**src/rtl/op_uram_readout_ctrl_if.sv**
```systemverilog
// Bundles the op URAM read port and the result stream seen by op_uram_readout_ctrl.
// master = the readout controller, slave = URAM bank / downstream stream consumer.
interface op_uram_readout_ctrl_if #(
  parameter int NUM_URAM        = 64,
  parameter int URAM_ADDR_WIDTH = 14,
  parameter int DATA_WIDTH      = 16
);
  logic [URAM_ADDR_WIDTH-1:0] op_uram_addrb;
  logic [NUM_URAM-1:0]        op_uram_enb;
  logic [NUM_URAM-1:0]        op_uram_doutb_valid;
  logic [DATA_WIDTH-1:0]      op_uram_doutb;
  logic [DATA_WIDTH-1:0]      m_tdata;
  logic                       m_tvalid;
  logic                       m_tready;
  logic                       m_tlast;

  modport master (
    output op_uram_addrb, op_uram_enb, op_uram_doutb_valid,
    output m_tdata, m_tvalid, m_tlast,
    input  op_uram_doutb, m_tready
  );

  modport slave (
    input  op_uram_addrb, op_uram_enb, op_uram_doutb_valid,
    input  m_tdata, m_tvalid, m_tlast,
    output op_uram_doutb, m_tready
  );
endinterface

```
**src/rtl/op_uram_readout_ctrl.sv**
```systemverilog
// Drains the op URAM bank after GeMM completion: credit-limited reads into a FWFT skid FIFO,
// streamed out with tlast. Define OPRD_STALL_STATS_EN to build the stall_cycles counter.
module op_uram_readout_ctrl #(
  parameter int NUM_URAM        = 64,
  parameter int URAM_ADDR_WIDTH = 14,
  parameter int RD_WORDS        = 16384,
  parameter int DATA_WIDTH      = 16,
  parameter int RD_LATENCY      = 3,
  parameter int FIFO_DEPTH      = 8
) (
  input  logic                    clk,
  input  logic                    reset_n,
  input  logic                    done_in,
  op_uram_readout_ctrl_if.master  bus,
  output logic                    busy,
  output logic                    drain_done,
  output logic [31:0]             stall_cycles
);
  localparam int UW = (NUM_URAM > 1) ? $clog2(NUM_URAM) : 1;
  localparam int PW = $clog2(FIFO_DEPTH);
  localparam int CW = PW + 1;

  localparam logic [1:0] IDLE  = 2'd0;
  localparam logic [1:0] RUN   = 2'd1;
  localparam logic [1:0] FLUSH = 2'd2;
  localparam logic [1:0] DONE  = 2'd3;

  logic [1:0]                 state_q, state_d;
  logic                       doneIn_q;
  logic [UW-1:0]              uCnt_q, uCnt_d;
  logic [URAM_ADDR_WIDTH-1:0] aCnt_q, aCnt_d;
  logic [URAM_ADDR_WIDTH-1:0] addr_q;
  logic [NUM_URAM-1:0]        enb_q;
  logic                       issVld_q, issLast_q;
  logic [UW-1:0]              issU_q;
  logic [RD_LATENCY-1:0]      srVld_q, srLast_q;
  logic [UW-1:0]              srU_q [RD_LATENCY];
  logic [DATA_WIDTH-1:0]      memData_q [FIFO_DEPTH];
  logic [FIFO_DEPTH-1:0]      memLast_q;
  logic [PW-1:0]              wrPtr_q, rdPtr_q;
  logic [CW-1:0]              fifoCount_q, inflight_q;
  logic [CW:0]                credit;
  logic                       arm, issue, issueLast, push, pop, lastAccept, fifoEmpty;

  assign arm        = done_in & ~doneIn_q & (state_q == IDLE);
  assign credit     = {1'b0, fifoCount_q} + {1'b0, inflight_q};
  assign issueLast  = (aCnt_q == URAM_ADDR_WIDTH'(RD_WORDS - 1)) && (uCnt_q == UW'(NUM_URAM - 1));
  assign issue      = (state_q == RUN) && (credit < (CW+1)'(FIFO_DEPTH));
  assign fifoEmpty  = (fifoCount_q == '0);
  assign push       = srVld_q[RD_LATENCY-1];
  assign pop        = ~fifoEmpty & bus.m_tready;
  assign lastAccept = pop & memLast_q[rdPtr_q];

  always_comb begin
    state_d = state_q;
    case (state_q)
      IDLE:    if (arm) state_d = RUN;
      RUN:     if (issue && issueLast) state_d = FLUSH;
      FLUSH:   if (lastAccept && (inflight_q == '0) && (fifoCount_q == CW'(1))) state_d = DONE;
      default: state_d = IDLE;
    endcase
  end

  // Address outer, URAM inner; both wrap back to zero only once the final word is issued.
  always_comb begin
    uCnt_d = uCnt_q;
    aCnt_d = aCnt_q;
    if (arm || (issue && issueLast)) begin
      uCnt_d = '0;
      aCnt_d = '0;
    end else if (issue) begin
      if (uCnt_q == UW'(NUM_URAM - 1)) begin
        uCnt_d = '0;
        aCnt_d = aCnt_q + URAM_ADDR_WIDTH'(1);
      end else begin
        uCnt_d = uCnt_q + UW'(1);
      end
    end
  end

  // doneIn_q resets high so a done_in level already high at reset release does not arm a drain.
  always_ff @(posedge clk or negedge reset_n) begin
    if (!reset_n) begin
      state_q   <= IDLE;
      doneIn_q  <= 1'b1;
      uCnt_q    <= '0;
      aCnt_q    <= '0;
      addr_q    <= '0;
      enb_q     <= '0;
      issVld_q  <= 1'b0;
      issU_q    <= '0;
      issLast_q <= 1'b0;
    end else begin
      state_q   <= state_d;
      doneIn_q  <= done_in;
      uCnt_q    <= uCnt_d;
      aCnt_q    <= aCnt_d;
      addr_q    <= issue ? aCnt_q : addr_q;
      enb_q     <= issue ? (NUM_URAM'(1) << uCnt_q) : '0;
      issVld_q  <= issue;
      issU_q    <= uCnt_q;
      issLast_q <= issue & issueLast;
    end
  end

  always_ff @(posedge clk or negedge reset_n) begin
    if (!reset_n) begin
      srVld_q  <= '0;
      srLast_q <= '0;
      for (int i = 0; i < RD_LATENCY; i++) srU_q[i] <= '0;
    end else begin
      srVld_q[0]  <= issVld_q;
      srLast_q[0] <= issLast_q;
      srU_q[0]    <= issU_q;
      for (int i = 1; i < RD_LATENCY; i++) begin
        srVld_q[i]  <= srVld_q[i-1];
        srLast_q[i] <= srLast_q[i-1];
        srU_q[i]    <= srU_q[i-1];
      end
    end
  end

  // Every read holds a credit from issue until it is popped, so a push never meets a full FIFO.
  always_ff @(posedge clk or negedge reset_n) begin
    if (!reset_n) begin
      wrPtr_q     <= '0;
      rdPtr_q     <= '0;
      fifoCount_q <= '0;
      inflight_q  <= '0;
    end else begin
      if (push) wrPtr_q <= wrPtr_q + PW'(1);
      if (pop)  rdPtr_q <= rdPtr_q + PW'(1);
      case ({push, pop})
        2'b10:   fifoCount_q <= fifoCount_q + CW'(1);
        2'b01:   fifoCount_q <= fifoCount_q - CW'(1);
        default: fifoCount_q <= fifoCount_q;
      endcase
      case ({issue, push})
        2'b10:   inflight_q <= inflight_q + CW'(1);
        2'b01:   inflight_q <= inflight_q - CW'(1);
        default: inflight_q <= inflight_q;
      endcase
    end
  end

  always_ff @(posedge clk) begin
    if (push) begin
      memData_q[wrPtr_q] <= bus.op_uram_doutb;
      memLast_q[wrPtr_q] <= srLast_q[RD_LATENCY-1];
    end
  end

  assign bus.op_uram_addrb       = addr_q;
  assign bus.op_uram_enb         = enb_q;
  assign bus.op_uram_doutb_valid = push ? (NUM_URAM'(1) << srU_q[RD_LATENCY-1]) : '0;
  assign bus.m_tvalid            = ~fifoEmpty;
  assign bus.m_tdata             = fifoEmpty ? '0 : memData_q[rdPtr_q];
  assign bus.m_tlast             = ~fifoEmpty & memLast_q[rdPtr_q];
  assign busy                    = (state_q != IDLE);
  assign drain_done              = (state_q == DONE);

`ifdef OPRD_STALL_STATS_EN
  logic [31:0] stall_q;

  always_ff @(posedge clk or negedge reset_n) begin
    if (!reset_n) begin
      stall_q <= '0;
    end else if (arm) begin
      stall_q <= '0;
    end else if (busy && bus.m_tvalid && !bus.m_tready && (stall_q != '1)) begin
      stall_q <= stall_q + 32'd1;
    end
  end

  assign stall_cycles = stall_q;
`else
  assign stall_cycles = '0;
`endif
endmodule

```
**src/flat_wrapper.sv**
```systemverilog
// flat-port wrapper written by rule: the top's interface ports become plain ports
module op_uram_readout_ctrl_flat 
#(
  parameter int NUM_URAM        = 64,
  parameter int URAM_ADDR_WIDTH = 14,
  parameter int RD_WORDS        = 16384,
  parameter int DATA_WIDTH      = 16,
  parameter int RD_LATENCY      = 3,
  parameter int FIFO_DEPTH      = 8
)
  (clk, reset_n, done_in, busy, drain_done, stall_cycles, bus_op_uram_addrb, bus_op_uram_enb, bus_op_uram_doutb_valid, bus_m_tdata, bus_m_tvalid, bus_m_tlast, bus_op_uram_doutb, bus_m_tready);
  op_uram_readout_ctrl_if #(.NUM_URAM(NUM_URAM), .URAM_ADDR_WIDTH(URAM_ADDR_WIDTH), .DATA_WIDTH(DATA_WIDTH)) bus_i ();
  input  logic clk;
  input  logic reset_n;
  input  logic done_in;
  output logic busy;
  output logic drain_done;
  output logic [31:0] stall_cycles;
  output wire logic [$bits(bus_i.op_uram_addrb)-1:0] bus_op_uram_addrb;
  output wire logic [$bits(bus_i.op_uram_enb)-1:0] bus_op_uram_enb;
  output wire logic [$bits(bus_i.op_uram_doutb_valid)-1:0] bus_op_uram_doutb_valid;
  output wire logic [$bits(bus_i.m_tdata)-1:0] bus_m_tdata;
  output wire logic [$bits(bus_i.m_tvalid)-1:0] bus_m_tvalid;
  output wire logic [$bits(bus_i.m_tlast)-1:0] bus_m_tlast;
  input wire logic [$bits(bus_i.op_uram_doutb)-1:0] bus_op_uram_doutb;
  input wire logic [$bits(bus_i.m_tready)-1:0] bus_m_tready;
  assign bus_op_uram_addrb = bus_i.op_uram_addrb;
  assign bus_op_uram_enb = bus_i.op_uram_enb;
  assign bus_op_uram_doutb_valid = bus_i.op_uram_doutb_valid;
  assign bus_m_tdata = bus_i.m_tdata;
  assign bus_m_tvalid = bus_i.m_tvalid;
  assign bus_m_tlast = bus_i.m_tlast;
  assign bus_i.op_uram_doutb = bus_op_uram_doutb;
  assign bus_i.m_tready = bus_m_tready;
  op_uram_readout_ctrl #(.NUM_URAM(NUM_URAM), .URAM_ADDR_WIDTH(URAM_ADDR_WIDTH), .RD_WORDS(RD_WORDS), .DATA_WIDTH(DATA_WIDTH), .RD_LATENCY(RD_LATENCY), .FIFO_DEPTH(FIFO_DEPTH)) u_core (.clk(clk), .reset_n(reset_n), .done_in(done_in), .bus(bus_i), .busy(busy), .drain_done(drain_done), .stall_cycles(stall_cycles));
endmodule
```
**config.mk**
```make
export PLATFORM = sky130hd
export DESIGN_NAME = op_uram_readout_ctrl_flat
export DESIGN_NICKNAME = d
export VERILOG_FILES = /design/src/rtl/op_uram_readout_ctrl_if.sv /design/src/rtl/op_uram_readout_ctrl.sv /design/src/flat_wrapper.sv
export SDC_FILE = /design/constraint.sdc
export NUM_CORES = 1
export LEC_CHECK = 0
export ABC_AREA = 0
export CAP_MARGIN = 30
export CORE_UTILIZATION = 56
export DETAILED_ROUTE_END_ITERATION = 10
export PLACE_DENSITY = 0.85
export RECOVER_POWER = 25
export SYNTH_ARGS = -nofsm -noshare
export SYNTH_HDL_FRONTEND = slang
export SYNTH_SLANG_ARGS = --single-unit
```
**constraint.sdc**
```tcl
create_clock -name clk -period 5.83 [get_ports clk]
set_input_delay 1.166 -clock clk [delete_from_list [all_inputs] [get_ports clk]]
set_output_delay 1.166 -clock clk [all_outputs]
set_load 0.05 [all_outputs]
```
==> results by group, run 1 <==
Routing
  – WL final: 26,700 um
  – First-pass DRT Iterations: 5
  – Final ANT Viol Nets: 0
  – Vias post-DR: between 7,000 and 8,000
  – Initial DRC count: around 460
  – DR vias/cell: around 5.6
  – DR WL/cell: 20.3 um
  – DRC: 0

GRT
  – Vias in the first global route: between 7,000 and 8,000
  – All-Layer GR Usage: 0.259
  – First-pass GRT wire length: 40,100 um
  – Total gr overflow: 0
  – Initial antenna violation count: 1
  – Largest net degree at the start of global routing: between 100 and 150

Power
  – Pwr dens: 483 nW/um^2
  – Sw Share: 0.373
  – Leakage: between 0.005 and 0.006 uW
  – Final Power: 6940 uW
  – Sequential share of power: 0.390
  – Internal Power: 4350 uW
  – Worst vdd ir: about 380 uV
  – NetSw: 2590 uW
  – Clock power frac: 0.256
  – Combinational Power Share: 0.354

Layout
  – Multi-input gate area: approximately 3400 um^2
  – Fillers: 1,180
  – Fraction of layout cells with a size suffix above 1: 0.103
  – Register area: 7760 um^2
  – Area delta synth->final: 25.9%
  – Fin util: 0.730
  – Fin nets: 1,071

CTS
  – Clk_lat worst skew: roughly 0.52 ns
  – Largest buffer count on any clock path: 3
  – Clock transition at the registers of the reported paths: approximately 0.060 ns
  – Htree depth: 1
  – Post_cts resized: 0
  – Setup bufs post-CTS: 0
  – Root Driver: clkbuf_16
  – CTS buffer count: 27
  – CTS tree: built
  – Hold Buf Count CTS: 0
  – CTS Sinks: 283

Synth
  – Compound-cell area share of the yosys netlist: 0.0264
  – Post-synth ARST share: 0.519
  – Post-Synth Adder-Cell Area: 0.0263
  – Synthesized flop and latch total: roughly 280
  – Main area contributors after synthesis: edfxtp_1, dfrtp_1, mux4_2
  – Mapped cell area: about 11,000 um^2
  – Simple-gate portion of the synthesized area: 0.128
  – Gate Count Post-Synth: 835
  – Post-Synth XOR/XNOR Area: 0.0115
  – Post-synth EDFFs: 136
  – Yosys top cell by area: edfxtp_1
  – Syn_area_per_cell: between 10 and 15 um^2
  – Dominant synthesized flop cell: dfrtp_1
  – Main combinational cell family by area after synthesis: simple AND/OR/NAND/NOR gates
  – Post-synthesis mux area share: 0.0907
  – Yosys cell types: between 50 and 60
  – Yosys top cell area share: 0.357
  – Seq/Total Area, Yosys: 0.679
  – Ys Warns: 0

Worst hold path
  – Hold EP: u_core.srU_q[13]
  – Hold path depth: 0
  – Hold Path Class: reg -> reg
  – Startpoint of the worst hold path: u_core.issU_q[1]

STA
  – Final setup violation count: 0
  – Unrepaired setup endpoints after global routing: false
  – Highest clock rate: between 0.2 and 0.25 GHz
  – TNS Setup: 0 ns
  – Fin crit period: between 4 and 5 ns
  – Final Skew: 0.00874 ns
  – Max_slew headroom: -0.567
  – Worst slew pin tran: 2.35 ns
  – Fin. Hold Viols: 0
  – Slew Viols, Final: 101
  – Tcrit/Tclk final: 0.753

Worst setup path
  – Worst-path maximum fanout: 22
  – Crit-path cells: buf_4 > mux4_2 > mux2i_1 > nor2_1 > clkdlybuf4s50_1
  – Worst Reg-to-Reg Cells: 7
  – Endpoint class of the critical path: output pin
  – Max stage delay on crit path: about 0.84 ns
  – Critical-path top delay cell: dfrtp_2
  – Delay-heaviest family, CP: buffers and inverters
  – R2r setup slk: between 2 and 2.5 ns
  – Setup CP Type: reg -> out
  – Worst r2r dst: u_core.state_q[1]
  – Buf+Inv Stages, Crit Path: 2
  – Startpoint Class: flop
  – CP arrival: roughly 3.2 ns
  – Worst R2R Start: u_core.fifoCount_q[2]
  – Data required, critical path: 4.66 ns

Floorplan
  – Initial Util: 0.579
  – Boundary Pins: approximately 210
  – Die width: around 140 um
  – Core area: about 20,000 um^2
  – Die height: about 140 um
  – Die Area: roughly 21,000 um^2
  – Row count: 51

Placement
  – RePlAce Congestion: a little under 0.9
  – HPWL Detailed: 17,100 um
  – IO Port Bufs: about 180

Run
  – Max cap viols: 1

Outcome
  – Failing checks: capacitance limit, slew limit
  – Status: finished, violations left
sequential cells by signal, summed over array words and instances (netlist names):
name and cells:
u_core.srLast_q 3, u_core.wrPtr_q 3, u_core.inflight_q 4, u_core.bus.op_uram_addrb 14, u_core.memData_q 128, u_core.issLast_q 1, u_core.aCnt_q 14, u_core.state_q 2
u_core.doneIn_q 1, u_core.issVld_q 1, u_core.fifoCount_q 4, u_core.bus.op_uram_enb 64, u_core.srU_q 18, u_core.issU_q 6, u_core.srVld_q 3, u_core.uCnt_q 6
u_core.memLast_q 8, u_core.rdPtr_q 3
power by group through the flow:
stage	Sequential, uW	Clock [uW]	Combinational (uW)
2_1_floorplan	2670	0	1750
3_3_place_gp	2710	0	2340
4_1_cts	2710	1800	2470
6_report	2710	1780	2460
5_1_grt	2740	1880	2630
3_5_place_dp	2730	0	2430
cells in the mapped netlist (2+ instances only):
master    number
nand4_1        7
nand3b_1       7
xor2_1         8
and3_1         2
dfrtp_1      146
a21oi_1       13
a41oi_1        2
nand3_1       24
xnor2_1        7
or3_1          2
nor2b_1        5
or2_2          2
o21ai_0        7
nand2_1       82
mux4_2        34
nor3_1         8
o211ai_1       2
nand2b_1       8
inv_1         16
buf_2          6
edfxtp_1     136
buf_1          2
buf_4         32
mux2i_1       21
nor2_1       169
nand4b_1       2
nand3_2        2
a31oi_1       11
mux2_2         4
ha_1          24
clkbuf_1      23
final cells by class:
type | instances | share of cell area
antenna | 1 | 0.000174
clock buffer | 31 | 0.0480
clock inverter | 18 | 0.0151
inverter | 16 | 0.00418
multi-input combinational | 504 | 0.234
sequential | 283 | 0.540
tap | 265 | 0.0230
timing repair buffer | 195 | 0.136
cell families (layout without fill, tap and decap cells):
logic type	count (synthesis)	count (layout)
other cells	1	33
buf+inv	79	260
simple gates	329	329
fa+ha+maj	24	24
compound gates	44	44
flops	283	283
xor+xnor	15	15
mux	60	60
worst reg2reg max path, stage by stage, from the launching register on:
cell     delay (ns)
dfrtp_1        0.48
ha_1           0.24
nor4b_2        0.29
nand3_2        0.52
inv_1          0.73
nand4_2        0.55
a221o_1        0.55
mux2_4         0.31
metal layers:
layer	GRT usage	share of wire
met1	0.339	0.39
met2	0.438	0.52
met3	0.0421	0.060
met4	0.0936	0.032
met5	0	0
per-stage QoR:
stage / instance area, um^2 / setup WS [ns] / cells / hold slack, ns
after floorplan: 11500 / 2.58 / 866 / 0.331
after global placement: 13400 / 2.01 / 1261 / 0.331
after detailed placement: 13500 / 1.95 / 1263 / 0.335
after CTS: 14400 / 1.38 / 1312 / 0.344
after global routing: 14400 / 1.21 / 1313 / 0.353
final: 14400 / 1.44 / 1313 / 0.344
how the worst max path moves through the flow:
stage	cells after the start	startpoint	end	slack, ns
2_1_floorplan	6	u_core.srVld_q[2]	bus_op_uram_doutb_valid[12]	2.58
3_3_place_gp	5	u_core.rdPtr_q[0]	bus_m_tdata[9]	2.01
3_5_place_dp	5	u_core.rdPtr_q[0]	bus_m_tdata[14]	1.95
4_1_cts	5	u_core.rdPtr_q[0]	bus_m_tdata[14]	1.38
5_1_grt	5	u_core.rdPtr_q[0]	bus_m_tdata[14]	1.21
6_report	5	u_core.rdPtr_q[0]	bus_m_tdata[4]	1.44
placed cells by master (no fill, tap or decap), types with 8 or more instances in the layout:
master	instances
dfrtp_1	145
clkbuf_16	27
nor2_1	169
edfxtp_1	136
inv_1	16
a31oi_1	11
mux4_2	34
conb_1	32
nand2b_1	8
buf_4	12
mux2i_1	21
ha_1	24
xor2_1	8
clkdlybuf4s50_1	173
a21oi_1	13
nand2_1	82
nand3_1	24
Note: power is estimated with default switching activity, not from simulation.
==> inputs of run 2 (changes only) <==
CORE_UTILIZATION = 47   (was 56)
PLACE_DENSITY = 0.76   (was 0.85)
clock period = 3.9 ns   (was 5.83 ns; I/O delays follow)
==> run 2 against run 1 <==
  * The flow still finishes with violations (capacitance limit, slew limit)
  * Power increased by 51%
  * Design area is 1.1% higher
  * Wire length is 6.7% lower
  * Cell count is 4.4% higher
  * Flip-flop and latch count unchanged
  * Register-to-register slack worse by 0.97 ns
  * Count of clock-buffer cells in the layout increased by 7
  * Setup slack got worse by 1.3 ns
  * Die area grew 19%
  * Core utilization fell by 12 points
  * Critical path depth shrank 1
  * Sequential share of layout area is 0.57 points lower
  * Critical path type unchanged
  * Largest cell class unchanged
==> results by group, run 2 (same netlist as run 1, synthesis figures left out) <==
STA
  – Final Skew: 0.0229 ns (+0.0141 ns)
  – Worst slew pin tran: 2.22 ns (-0.135 ns)
  – Highest clock rate: 0.267 GHz
  – Unrepaired setup endpoints after global routing: false
  – Final setup violation count: 0 (unchanged)
  – Fin crit period: 3.74 ns
  – Slew Viols, Final: 92 (-8.9%)
  – TNS Setup: 0 ns (unchanged)
  – Max_slew headroom: -0.478 (+0.0898)
  – Fin. Hold Viols: 0 (unchanged)
  – Tcrit/Tclk final: 0.959

Worst setup path
  – Buf+Inv Stages, Crit Path: 2 (unchanged)
  – Max stage delay on crit path: 0.83 ns (about the same)
  – Worst setup startpoint: u_core.srVld_q[2]
  – Critical-path top delay cell: clkdlybuf4s50_1
  – Crit-path cells: inv_1 > or3_1 > nor2_1 > clkdlybuf4s50_1
  – Worst R2R Start: u_core.fifoCount_q[0]
  – Worst-path maximum fanout: 16 (-27%)
  – R2r setup slk: 1.08 ns (-0.97 ns)
  – CP arrival: 2.96 ns (-0.26 ns)
  – Endpoint class of the critical path: output pin
  – Startpoint Class: flop
  – Setup CP Type: reg -> out
  – Delay-heaviest family, CP: buffers and inverters
  – Data required, critical path: 3.12 ns (-1.54 ns)

Routing
  – WL final: 24,900 um (-6.7%)
  – DR WL/cell: 18.1 um (-11%)
  – Initial DRC count: 407 (-11%)
  – Final ANT Viol Nets: 0 (unchanged)
  – DR vias/cell: 5.16 (-7.3%)
  – Vias post-DR: 7,072 (-3.2%)
  – First-pass DRT Iterations: 5 (unchanged)
  – DRC: 0 (unchanged)

Floorplan
  – Die width: 158 um (+9.0%)
  – Initial Util: 0.482 (-0.0970)
  – Die Area: 24,900 um^2 (+19%)
  – Die height: 158 um (+9.0%)
  – Core area: 23,700 um^2 (+20%)
  – Row count: 56 (+9.8%)
  – Boundary Pins: 214 (unchanged)

CTS
  – Hold Buf Count CTS: 0 (unchanged)
  – Htree depth: 1 (unchanged)
  – CTS buffer count: 29 (+7.4%)
  – Setup bufs post-CTS: 0 (unchanged)
  – Largest buffer count on any clock path: 3 (unchanged)
  – Post_cts resized: 0 (unchanged)
  – CTS tree: built
  – CTS Sinks: 283 (unchanged)
  – Root Driver: clkbuf_16
  – Clk_lat worst skew: 0.54 ns (+0.02 ns)
  – Clock transition at the registers of the reported paths: 0.06 ns (about the same)

GRT
  – Met1 Use GR: 0.269 (-0.0699)
  – Vias in the first global route: 7,055 (-1.8%)
  – Total gr overflow: 0 (unchanged)
  – Largest net degree at the start of global routing: 93 (-7.9%)
  – All-Layer GR Usage: 0.199 (-0.0594)
  – Met2 GRT Util: 0.336 (-0.102)
  – First-pass GRT wire length: 38,100 um (-4.9%)
  – Initial antenna violation count: 0 (-1)
  – GR peak layer: met2
  – GRT met3 Usage: 0.0287 (-0.0134)

Layout
  – Area delta synth->final: 27.2%
  – Final instance area: 14,500 um^2 (+1.1%)
  – Fin util: 0.614 (-0.116)
  – Fraction of layout cells with a size suffix above 1: 0.111 (+0.00806)
  – Fin nets: 1,075 (+0.37%)
  – Number of flip-flops in the largest register: 128 (unchanged)
  – Commonest non-fill, non-tap cells in the layout: clkdlybuf4s50_1, nor2_1, dfrtp_1, edfxtp_1, nand2_1
  – Leading cell type in the layout, fill and taps excluded: clkdlybuf4s50_1
  – Count of non-filler cells in the finished layout: 1,371 (+4.4%)
  – Antenna diodes: 0 (-1)
  – Reg with most FFs: u_core.memData_q

Placement
  – HPWL Detailed: 15,800 um (-7.9%)
  – RePlAce Congestion: 0.831 (-4.3%)
  – Placed inst area: 13,600 um^2 (+0.59%)
  – IO Port Bufs: 181 (unchanged)
  – Placed Cells: 1,319 (+4.4%)

Power
  – Leakage: 0.00567 uW (+0.99%)
  – Worst vdd ir: 513 uV (+36%)
  – Pwr dens: 719 nW/um^2 (+49%)

Worst hold path
  – Startpoint of the worst hold path: u_core.srU_q[16]
  – Hold Path Class: reg -> reg

Outcome
  – Status: finished, violations left
  – Failing checks: capacitance limit, slew limit

Run
  – Max cap viols: 1 (unchanged)
run 2: changes by cell type in the layout (fill, tap and decap cells not counted), moves of 2 or more:
cell | before | now
clkbuf_8 | 0 | 5
buf_12 | 0 | 2
buf_16 | 2 | 0
buf_8 | 0 | 2
bufinv_16 | 5 | 3
clkbuf_16 | 27 | 29
clkdlybuf4s50_1 | 173 | 171
clkinv_1 | 6 | 4
run 2: final cells by class:
class                      count  area, um^2
clock buffer                  38         810
tap                          319         399
timing repair buffer         197        1960
inverter                      16        60.1
sequential                   283        7760
multi-input combinational    504        3380
fill                        1782        9150
clock inverter                14         163
run 2: final timing paths:
| check | end | cells after the start |
|---|---|---|
| max in group asynchronous | u_core.rdPtr_q[0] | 1 |
| min | u_core.srU_q[10] | 0 |
| min in group asynchronous | u_core.bus.op_uram_enb[20] | 1 |
| max | bus_op_uram_doutb_valid[0] | 4 |
| max reg2reg | u_core.fifoCount_q[3] | 10 |
| min reg2reg | u_core.srU_q[10] | 0 |
run 2: layer usage:
metal  up-vias  routed length [um]  share of wire
met5         -                   0              0
met2       208               12600           0.51
li1       3261                   -              -
met4         0                 484          0.019
met3        37                1290          0.052
met1      3566               10500           0.42
run 2: metrics by stage:
stage	power [uW]	hold slack (ns)	worst slack, ns
after global placement	7670	0.332	0.763
after global routing	11000	0.340	0.0336
after floorplan	6610	0.331	1.04
after CTS	10500	0.333	0.127
after detailed placement	7760	0.335	0.691
final	10500	0.334	0.159
run 2: worst register-to-register path: cells and delay by family (launching register included):
family / cells / cell delay (ns)
flops: 1 / 0.48
simple gates: 3 / 1.00
xor+xnor: 1 / 0.16
compound gates: 1 / 0.23
fa+ha+maj: 2 / 0.46
buf+inv: 3 / 0.44
run 2: power by group:
group	total, uW	switching [uW]	internal, uW
sequential	3940	347	3600
combinational	3750	2410	1350
clock	2760	1100	1660
